<file path="config.mk">
export PLATFORM = sky130hd
export DESIGN_NAME = imem_loader
export DESIGN_NICKNAME = d
export VERILOG_FILES = /design/src/rtl/imem_loader.sv
export SDC_FILE = /design/constraint.sdc
export NUM_CORES = 1
export LEC_CHECK = 0
export CAP_MARGIN = 40
export CORE_UTILIZATION = 25
export DETAILED_ROUTE_END_ITERATION = 7
export GPL_TIMING_DRIVEN = 0
export SYNTH_ARGS = -nofsm -noshare
export SYNTH_HDL_FRONTEND = slang
export SYNTH_SLANG_ARGS = --single-unit
</file>
<file path="constraint.sdc">
create_clock -name clk -period 2.84 [get_ports clk]
set_clock_uncertainty 0.15 [all_clocks]
set_input_delay 0.284 -clock clk [delete_from_list [all_inputs] [get_ports clk]]
set_output_delay 0.284 -clock clk [all_outputs]
set_load 0.03 [all_outputs]
</file>
<file path="src/rtl/imem_loader.sv">
// Program loader: receives a framed byte stream, writes 32-bit words into the
// instruction RAM and holds the CPU while a frame is in progress.
module imem_loader #(
  parameter int         MAX_WORDS = 256,
  parameter logic [7:0] SYNC_BYTE = 8'hA5,
  parameter int         TIMEOUT   = 50000
) (
  input  logic        clk,
  input  logic        reset,
  input  logic [7:0]  rx_data,
  input  logic        rx_valid,
  output logic        wr_en,
  output logic [30:0] wr_addr,
  output logic [31:0] wr_data,
  output logic        cpu_hold,
  output logic        done,
  output logic        error,
  output logic [15:0] words_loaded
);

  localparam int TMO_W = $clog2(TIMEOUT + 1);

  typedef enum logic [2:0] {
    S_IDLE, S_CNT_HI, S_CNT_LO, S_DATA, S_CHECK, S_DONE, S_ERR
  } state_t;

  state_t             r_state, w_state_nx;
  logic               r_wr_en, w_wr_en_nx;
  logic [30:0]        r_wr_addr, w_wr_addr_nx;
  logic [31:0]        r_wr_data, w_wr_data_nx;
  logic               r_cpu_hold, w_cpu_hold_nx;
  logic               r_done, w_done_nx;
  logic               r_error, w_error_nx;
  logic [15:0]        r_words, w_words_nx;
  logic [7:0]         r_chk, w_chk_nx;
  logic [7:0]         r_cnt_hi, w_cnt_hi_nx;
  logic [15:0]        r_n, w_n_nx;
  logic [1:0]         r_bcnt, w_bcnt_nx;
  logic [TMO_W-1:0]   r_tmo, w_tmo_nx;

  logic [15:0]        w_words_inc;
  logic [15:0]        w_n_rx;
  logic               w_in_frame;

  assign w_words_inc = r_words + 16'd1;
  assign w_n_rx      = {r_cnt_hi, rx_data};
  assign w_in_frame  = (r_state == S_CNT_HI) || (r_state == S_CNT_LO) ||
                       (r_state == S_DATA)   || (r_state == S_CHECK);

  always_comb begin
    w_state_nx    = r_state;
    w_wr_en_nx    = 1'b0;
    w_wr_addr_nx  = r_wr_addr;
    w_wr_data_nx  = r_wr_data;
    w_cpu_hold_nx = r_cpu_hold;
    w_done_nx     = r_done;
    w_error_nx    = r_error;
    w_words_nx    = r_words;
    w_chk_nx      = r_chk;
    w_cnt_hi_nx   = r_cnt_hi;
    w_n_nx        = r_n;
    w_bcnt_nx     = r_bcnt;
    w_tmo_nx      = '0;

    // Inter-byte watchdog only runs while a frame is open.
    if (w_in_frame && !rx_valid) begin
      if (r_tmo == TMO_W'(TIMEOUT - 1)) begin
        w_state_nx    = S_ERR;
        w_error_nx    = 1'b1;
        w_cpu_hold_nx = 1'b0;
      end else begin
        w_tmo_nx = r_tmo + 1'b1;
      end
    end

    if (rx_valid) begin
      case (r_state)
        S_IDLE, S_DONE, S_ERR: begin
          if (rx_data == SYNC_BYTE) begin
            w_state_nx    = S_CNT_HI;
            w_cpu_hold_nx = 1'b1;
            w_done_nx     = 1'b0;
            w_error_nx    = 1'b0;
            w_words_nx    = '0;
            w_chk_nx      = '0;
            w_bcnt_nx     = '0;
          end
        end
        S_CNT_HI: begin
          w_cnt_hi_nx = rx_data;
          w_chk_nx    = r_chk ^ rx_data;
          w_state_nx  = S_CNT_LO;
        end
        S_CNT_LO: begin
          w_n_nx   = w_n_rx;
          w_chk_nx = r_chk ^ rx_data;
          if (w_n_rx > 16'(MAX_WORDS)) begin
            w_state_nx    = S_ERR;
            w_error_nx    = 1'b1;
            w_cpu_hold_nx = 1'b0;
          end else if (w_n_rx == 16'd0) begin
            w_state_nx = S_CHECK;
          end else begin
            w_state_nx = S_DATA;
          end
        end
        S_DATA: begin
          w_wr_data_nx = {r_wr_data[23:0], rx_data};
          w_chk_nx     = r_chk ^ rx_data;
          w_bcnt_nx    = r_bcnt + 2'd1;
          if (r_bcnt == 2'd3) begin
            w_wr_en_nx   = 1'b1;
            w_wr_addr_nx = {13'd0, r_words, 2'b00};
            w_words_nx   = w_words_inc;
            if (w_words_inc == r_n) begin
              w_state_nx = S_CHECK;
            end
          end
        end
        S_CHECK: begin
          w_cpu_hold_nx = 1'b0;
          if (rx_data == r_chk) begin
            w_state_nx = S_DONE;
            w_done_nx  = 1'b1;
          end else begin
            w_state_nx = S_ERR;
            w_error_nx = 1'b1;
          end
        end
        default: w_state_nx = S_IDLE;
      endcase
    end
  end

  always_ff @(posedge clk or negedge reset) begin
    if (!reset) begin
      r_state    <= S_IDLE;
      r_wr_en    <= 1'b0;
      r_wr_addr  <= '0;
      r_wr_data  <= '0;
      r_cpu_hold <= 1'b0;
      r_done     <= 1'b0;
      r_error    <= 1'b0;
      r_words    <= '0;
      r_chk      <= '0;
      r_cnt_hi   <= '0;
      r_n        <= '0;
      r_bcnt     <= '0;
      r_tmo      <= '0;
    end else begin
      r_state    <= w_state_nx;
      r_wr_en    <= w_wr_en_nx;
      r_wr_addr  <= w_wr_addr_nx;
      r_wr_data  <= w_wr_data_nx;
      r_cpu_hold <= w_cpu_hold_nx;
      r_done     <= w_done_nx;
      r_error    <= w_error_nx;
      r_words    <= w_words_nx;
      r_chk      <= w_chk_nx;
      r_cnt_hi   <= w_cnt_hi_nx;
      r_n        <= w_n_nx;
      r_bcnt     <= w_bcnt_nx;
      r_tmo      <= w_tmo_nx;
    end
  end

  assign wr_en        = r_wr_en;
  assign wr_addr      = r_wr_addr;
  assign wr_data      = r_wr_data;
  assign cpu_hold     = r_cpu_hold;
  assign done         = r_done;
  assign error        = r_error;
  assign words_loaded = r_words;

endmodule

</file>
# Word level (Yosys, flattened, before mapping)
# Cells that the tools add are included.
[word_totals]
in_bits = 11
reg_bits = 121
wordCells = 90
[op_classes]
n_addsub = 3
bitwise_logic = 1
n_reduce_logical = 20
n_lt_le_gt_ge = 1
muxes = 38
n_eq_ne = 14
[op_table]
columns = ["op", "n"]
rows = [
  ["$mux W16", 4],
  ["$add A16 B1 Y16 const B", 2],
  ["$pmux W16 S2", 1],
  ["$mux W3", 8],
  ["$eq A16 B16 Y1", 1],
  ["$eq A16 B16 Y1 const B", 1],
  ["$gt A16 B9 Y1 const B", 1],
  ["$logic_not A16 Y1", 1],
  ["$mux W1", 16],
  ["$pmux W8 S2", 1],
  ["$pmux W3 S5", 1],
  ["$eq A3 B3 Y1 const B", 3],
  ["$reduce_and A3 Y1", 3],
  ["$eq A8 B8 Y1", 1],
  ["$eq A8 B8 Y1 const B", 1],
  ["$mux W8", 1],
  ["$reduce_and A4 Y1", 2],
  ["$xor A8 B8 Y8", 1],
  ["$eq A3 B2 Y1 const B", 2],
  ["$pmux W1 S3", 2],
  ["$reduce_and A2 Y1", 3],
  ["$reduce_bool A2 Y1", 3],
  ["$reduce_or A3 Y1", 2],
  ["$mux W2", 2],
  ["11 further kinds", 14],
]

# Depth between registers and ports, before layout
[logic_depth]
ltp_word = 10
ltp_mapped = 8
mapped_depth_nobuf = 7

# Worst setup path after synthesis
# Ideal clock, no wire load.
[synth_timing]
path_kind = "reg-to-reg"
startpoint = "register r_words[0], in the netlist words_loaded[0]"
endpoint = "register r_state[1]"
period_less_slack_ns = 2.499
setup_ns = 0.137
path_slack_ns = 0.341
path_stages_with_launch = 8
arrival_ns = 2.212
path_cell_list = "dfrtp_1 ha_1 nand2_2 or3_1 a2111oi_2 o2111ai_1 nor4_2 o211ai_1"
[synth_via]
elab_chain_cells = 6
[synth_lines]
columns = ["element", "line_no", "source"]
rows = [
  ["from (decl)", "34", "logic [15:0] r_words, w_words_nx;"],
  ["from (signal assigned)", "158", "r_words <= w_words_nx;"],
  ["$add A16 B1 Y16", "45", "assign w_words_inc = r_words + 16'd1;"],
  ["$eq A16 B16 Y1", "115", "if (w_words_inc == r_n) begin"],
  ["$mux W3", "115", ""],
  ["$mux W3", "111", "if (r_bcnt == 2'd3) begin"],
  ["$pmux W3 S5", "77", "case (r_state)"],
  ["$mux W3", "76", "if (rx_valid) begin"],
  ["via w_state_nx[1]", "27", "state_t r_state, w_state_nx;"],
  ["to (signal assigned)", "151", "r_state <= w_state_nx;"],
  ["to (decl)", "27", ""],
]
# The timed path passes the listed nets, and every way through them passes these cells.
# A chain may end at the register's enable or synchronous reset.

# Worst setup path in the final report
[layout_timing]
startpoint = "register r_words[1], in the netlist words_loaded[1]"
endpoint = "register r_state[1]"
# Same word-level chain as after synthesis.

==> metrics.txt <==
netlist area before placement=6076 sq um; final core utilization=0.3323; combinational family with the most area after synthesis=simple AND/OR/NAND/NOR gates; portion of netlist area occupied by mux cells=0.04942; maximum operating frequency=380.6 MHz; number of port buffers=69; mean instance size in the synthesized netlist=9.178 sq um; Final Cell Area=7870 sq um; overall global routing resource usage=0.1319; Critical Path Sink Type=flip-flop; slowest cell on the critical path=sky130_fd_sc_hd__dfrtp_1; initial core utilization=0.2566; placed insts=1065; horizontal extent of the die=157.9 microns; transition at the pin with the smallest max-transition slack=0.6640 ns; flop and latch count out of synthesis=121; final period utilization=0.9251; number of hold-slack violations in the final timing report=0; ratio of total power to cell area=790.6 nW/um^2; Clock Path Buffers=2; most used flip-flop cell after synthesis=sky130_fd_sc_hd__dfrtp_1; number of H-tree levels=4; Clock Root Buffer=sky130_fd_sc_hd__clkbuf_16; RSZ-0062 raised after global routing=no; clock latency at the later pin of the worst-skew pair=0.42 ns; PnR Total Power=6.222 mW; core box area=23680 sq um; time the worst path needs with I/O delays and setup=2.627 ns; boundary pin count=94; WP data required=2.96 ns; final-report setup violation count=0; sum of net half-perimeters after detailed placement=10.92 mm; number of antenna-violating nets in the routed design=0; yosys synthesis warning count=0; TritonCTS Buffers=17; global-route wire length before repair=25.41 mm; number of DRC markers in iteration 0=316; largest driver fanout on the critical path=7; total length of routed wires=15.28 mm; register clock-pin slew on the reported worst setup and hold paths=0.06 ns; DRC errors left=0; Pins Over Slew Limit=0; count of flip-flops with a built-in enable after synthesis=0; worst setup path class=flip-flop to flip-flop; detail-routed net length per standard cell=13.92 microns; headroom to the max-slew limit=0.5557; gate count of the mapped netlist=662; Die Y=157.9 microns; XOR/XNOR share of the synthesized area=0.06425; delay contributed by the slowest stage of the critical path=0.44 ns; fraction of the yosys area taken by sequential cells=0.4984; number of vias after detailed routing=5011; remaining global-route overflow=0; placement-stage cell area=7247 sq um; fraction of layout cells with a size suffix above 1=0.1309; Final GP Congestion=0.8141; full die area=24930 sq um; Sink Count=121; num rows=56; max_cap viols=0; Cell variety after synth=61; Crit path arrival time=2.75 ns; Cell Chain, Critical Path=ha_2 > nand2_2 > or3_1 > a2111oi_2 > o2111ai_1 > nor4_4 > o211ai_1; initial antenna violation count=0; CTS tree=built; leakage power=3.491 nW; via-per-instance ratio=4.564; antenna diode count=0; result of the run=complete, no violations; largest net degree at the start of global routing=91; fraction of the mapped netlist area in simple logic gates=0.2343; layout net count=780; layout overhead on the synthesized area=29.53%; number of global-route vias before repair=4832; fill cell instance count of the final layout=2503; adder and majority cell fraction of the synthesized area=0.006178; number of iterations in the first detailed-routing pass=5; hold crit path type=input pin to flip-flop; share of synthesized flip-flops with an asynchronous set or reset=1.000; Final Non-Filler Cells=1098; startpoint types=flip-flop; Compound-Gate Fraction of Synth Area=0.09576; largest vdd supply drop=333.2 uV
-- logic make-up (layout without fill, tap and decap cells) --
group	after synthesis	in the layout
AO/OA/AOI/OAI	94	94
buffers and inverters	60	163
AND/OR/NAND/NOR	313	313
XOR/XNOR	43	43
flip-flops	121	121
multiplexers	27	27
other	1	15
adder cells (fa/ha/maj)	3	3
-- power breakdown --
part	leakage (nW)	switching (mW)	total, mW	internal (mW)
clock network	0.287	0.819	2.17	1.35
registers	1.61	0.315	2.41	2.09
logic	1.59	0.933	1.65	0.714
total	3.49	2.07	6.22	4.15
-- cell usage in the layout, fill, tap and decap left out, types with 5 or more instances in the layout --
cell / Yosys / final
sky130_fd_sc_hd__conb_1: 1 / 15
sky130_fd_sc_hd__buf_4: 18 / 18
sky130_fd_sc_hd__nand4_1: 9 / 9
sky130_fd_sc_hd__and3_1: 9 / 9
sky130_fd_sc_hd__xor2_1: 13 / 13
sky130_fd_sc_hd__inv_1: 5 / 5
sky130_fd_sc_hd__nand2_1: 183 / 183
sky130_fd_sc_hd__and2_1: 5 / 5
sky130_fd_sc_hd__clkbuf_16: 0 / 17
sky130_fd_sc_hd__a31oi_1: 7 / 7
sky130_fd_sc_hd__o31ai_1: 6 / 6
sky130_fd_sc_hd__nand3_1: 18 / 18
sky130_fd_sc_hd__clkdlybuf4s50_1: 0 / 68
sky130_fd_sc_hd__o21ai_0: 44 / 44
sky130_fd_sc_hd__nor2_1: 46 / 45
sky130_fd_sc_hd__clkbuf_1: 25 / 26
sky130_fd_sc_hd__nor3_1: 7 / 7
sky130_fd_sc_hd__nor4_1: 5 / 5
sky130_fd_sc_hd__o21ai_1: 5 / 5
sky130_fd_sc_hd__dfrtp_1: 121 / 120
sky130_fd_sc_hd__a21oi_1: 8 / 8
sky130_fd_sc_hd__buf_2: 8 / 8
sky130_fd_sc_hd__xnor2_1: 29 / 29
sky130_fd_sc_hd__clkinv_4: 0 / 5
sky130_fd_sc_hd__mux2_2: 24 / 24
-- synthesized netlist by cell type (3+ instances only) --
master / number / area [sq um]
sky130_fd_sc_hd__mux2_2: 24 / 270.3
sky130_fd_sc_hd__o31a_1: 3 / 26.28
sky130_fd_sc_hd__a31oi_1: 7 / 43.79
sky130_fd_sc_hd__nor2_1: 46 / 172.7
sky130_fd_sc_hd__mux2i_1: 3 / 30.03
sky130_fd_sc_hd__ha_1: 3 / 37.54
sky130_fd_sc_hd__buf_4: 18 / 135.1
sky130_fd_sc_hd__o21ai_1: 5 / 25.02
sky130_fd_sc_hd__a21boi_0: 3 / 22.52
sky130_fd_sc_hd__a21oi_1: 8 / 40.04
sky130_fd_sc_hd__and2_1: 5 / 31.28
sky130_fd_sc_hd__nor4_1: 5 / 31.28
sky130_fd_sc_hd__nor3_1: 7 / 35.03
sky130_fd_sc_hd__xor2_1: 13 / 113.9
sky130_fd_sc_hd__and3_1: 9 / 56.30
sky130_fd_sc_hd__inv_1: 5 / 18.77
sky130_fd_sc_hd__dfrtp_1: 121 / 3028
sky130_fd_sc_hd__and4_1: 3 / 26.28
sky130_fd_sc_hd__xnor2_1: 29 / 254.0
sky130_fd_sc_hd__nand3_1: 18 / 90.09
sky130_fd_sc_hd__buf_2: 8 / 40.04
sky130_fd_sc_hd__o31ai_1: 6 / 45.04
sky130_fd_sc_hd__o21ai_0: 44 / 220.2
sky130_fd_sc_hd__clkbuf_1: 25 / 93.84
sky130_fd_sc_hd__nand2_1: 183 / 686.9
sky130_fd_sc_hd__nand4_1: 9 / 56.30
sky130_fd_sc_hd__a32oi_1: 3 / 26.28
-- final timing paths --
kind	from	endpoint	slack, ns	depth (start not counted)
max in group asynchronous	reset	r_tmo[12]	1.61	3
worst max-delay path	words_loaded[1]	r_state[1]	0.21	7
min in group asynchronous	reset	wr_addr[13]	0.17	2
worst min register to register	r_tmo[0]	r_tmo[0]	0.30	1
worst min-delay path	rx_data[1]	wr_data[1]	0.04	3
worst max register to register	words_loaded[1]	r_state[1]	0.21	7
-- cell type report --
cell class | instances | area (sq um) | share of cell area
Sequential cell | 121 | 3029 | 0.3849
Multi-Input combinational cell | 495 | 2804 | 0.3563
Clock inverter | 12 | 141.4 | 0.01797
Clock buffer | 20 | 456.7 | 0.05803
Inverter | 7 | 26.28 | 0.003339
Tap cell | 319 | 399.1 | 0.05072
Timing Repair Buffer | 71 | 729.5 | 0.09269
Buffer | 53 | 284.0 | 0.03609
-- stage by stage --
| stage | setup TNS, ns | hold slack, ns | worst slack [ns] |
|---|---|---|---|
| after global placement | -442.70 | 0.3000 | -3.672 |
| after floorplan | 0 | -0.1616 | 0.3414 |
| after global routing | 0 | 0.04433 | 0.07887 |
| after detailed placement | -0.01802 | 0.04640 | -0.01802 |
| final | 0 | 0.03575 | 0.2127 |
| after CTS | 0 | 0.01860 | 0.03978 |
-- routing by layer --
metal / global-route usage / up-vias / part of all wire
met4: 0.05779 / 0 / 0.020
met3: 0.03887 / 23 / 0.057
li1: - / 2431 / -
met1: 0.1701 / 2441 / 0.46
met2: 0.2037 / 116 / 0.47
met5: 0 / - / 0
-- worst max-delay path, delay by kind of cell (launching register included) --
| kind | cells | cell delay [ns] |
|---|---|---|
| adder cells (fa/ha/maj) | 1 | 0.30 |
| flip-flops | 1 | 0.44 |
| AND/OR/NAND/NOR | 3 | 0.81 |
| AO/OA/AOI/OAI | 3 | 0.78 |
-- registers in the layout, indices dropped and copies added, names as in the netlist --
register	count
wr_data	32
r_n	16
r_tmo	16
words_loaded	16
wr_addr	16
r_chk	8
r_cnt_hi	8
r_state	3
r_bcnt	2
cpu_hold	1
done	1
error	1
wr_en	1
-- what timing repair did --
| item | 4_1_cts | 5_1_grt |
|---|---|---|
| setup buffers | 0 | 0 |
| endpoints found under the hold margin | 31 | 0 |
| hold buffers | 1 | 0 |
| resized for setup | 1 | 3 |
| endpoints found under the setup margin | 1 | 6 |
No activity file was read; power rests on OpenSTA's default activity.
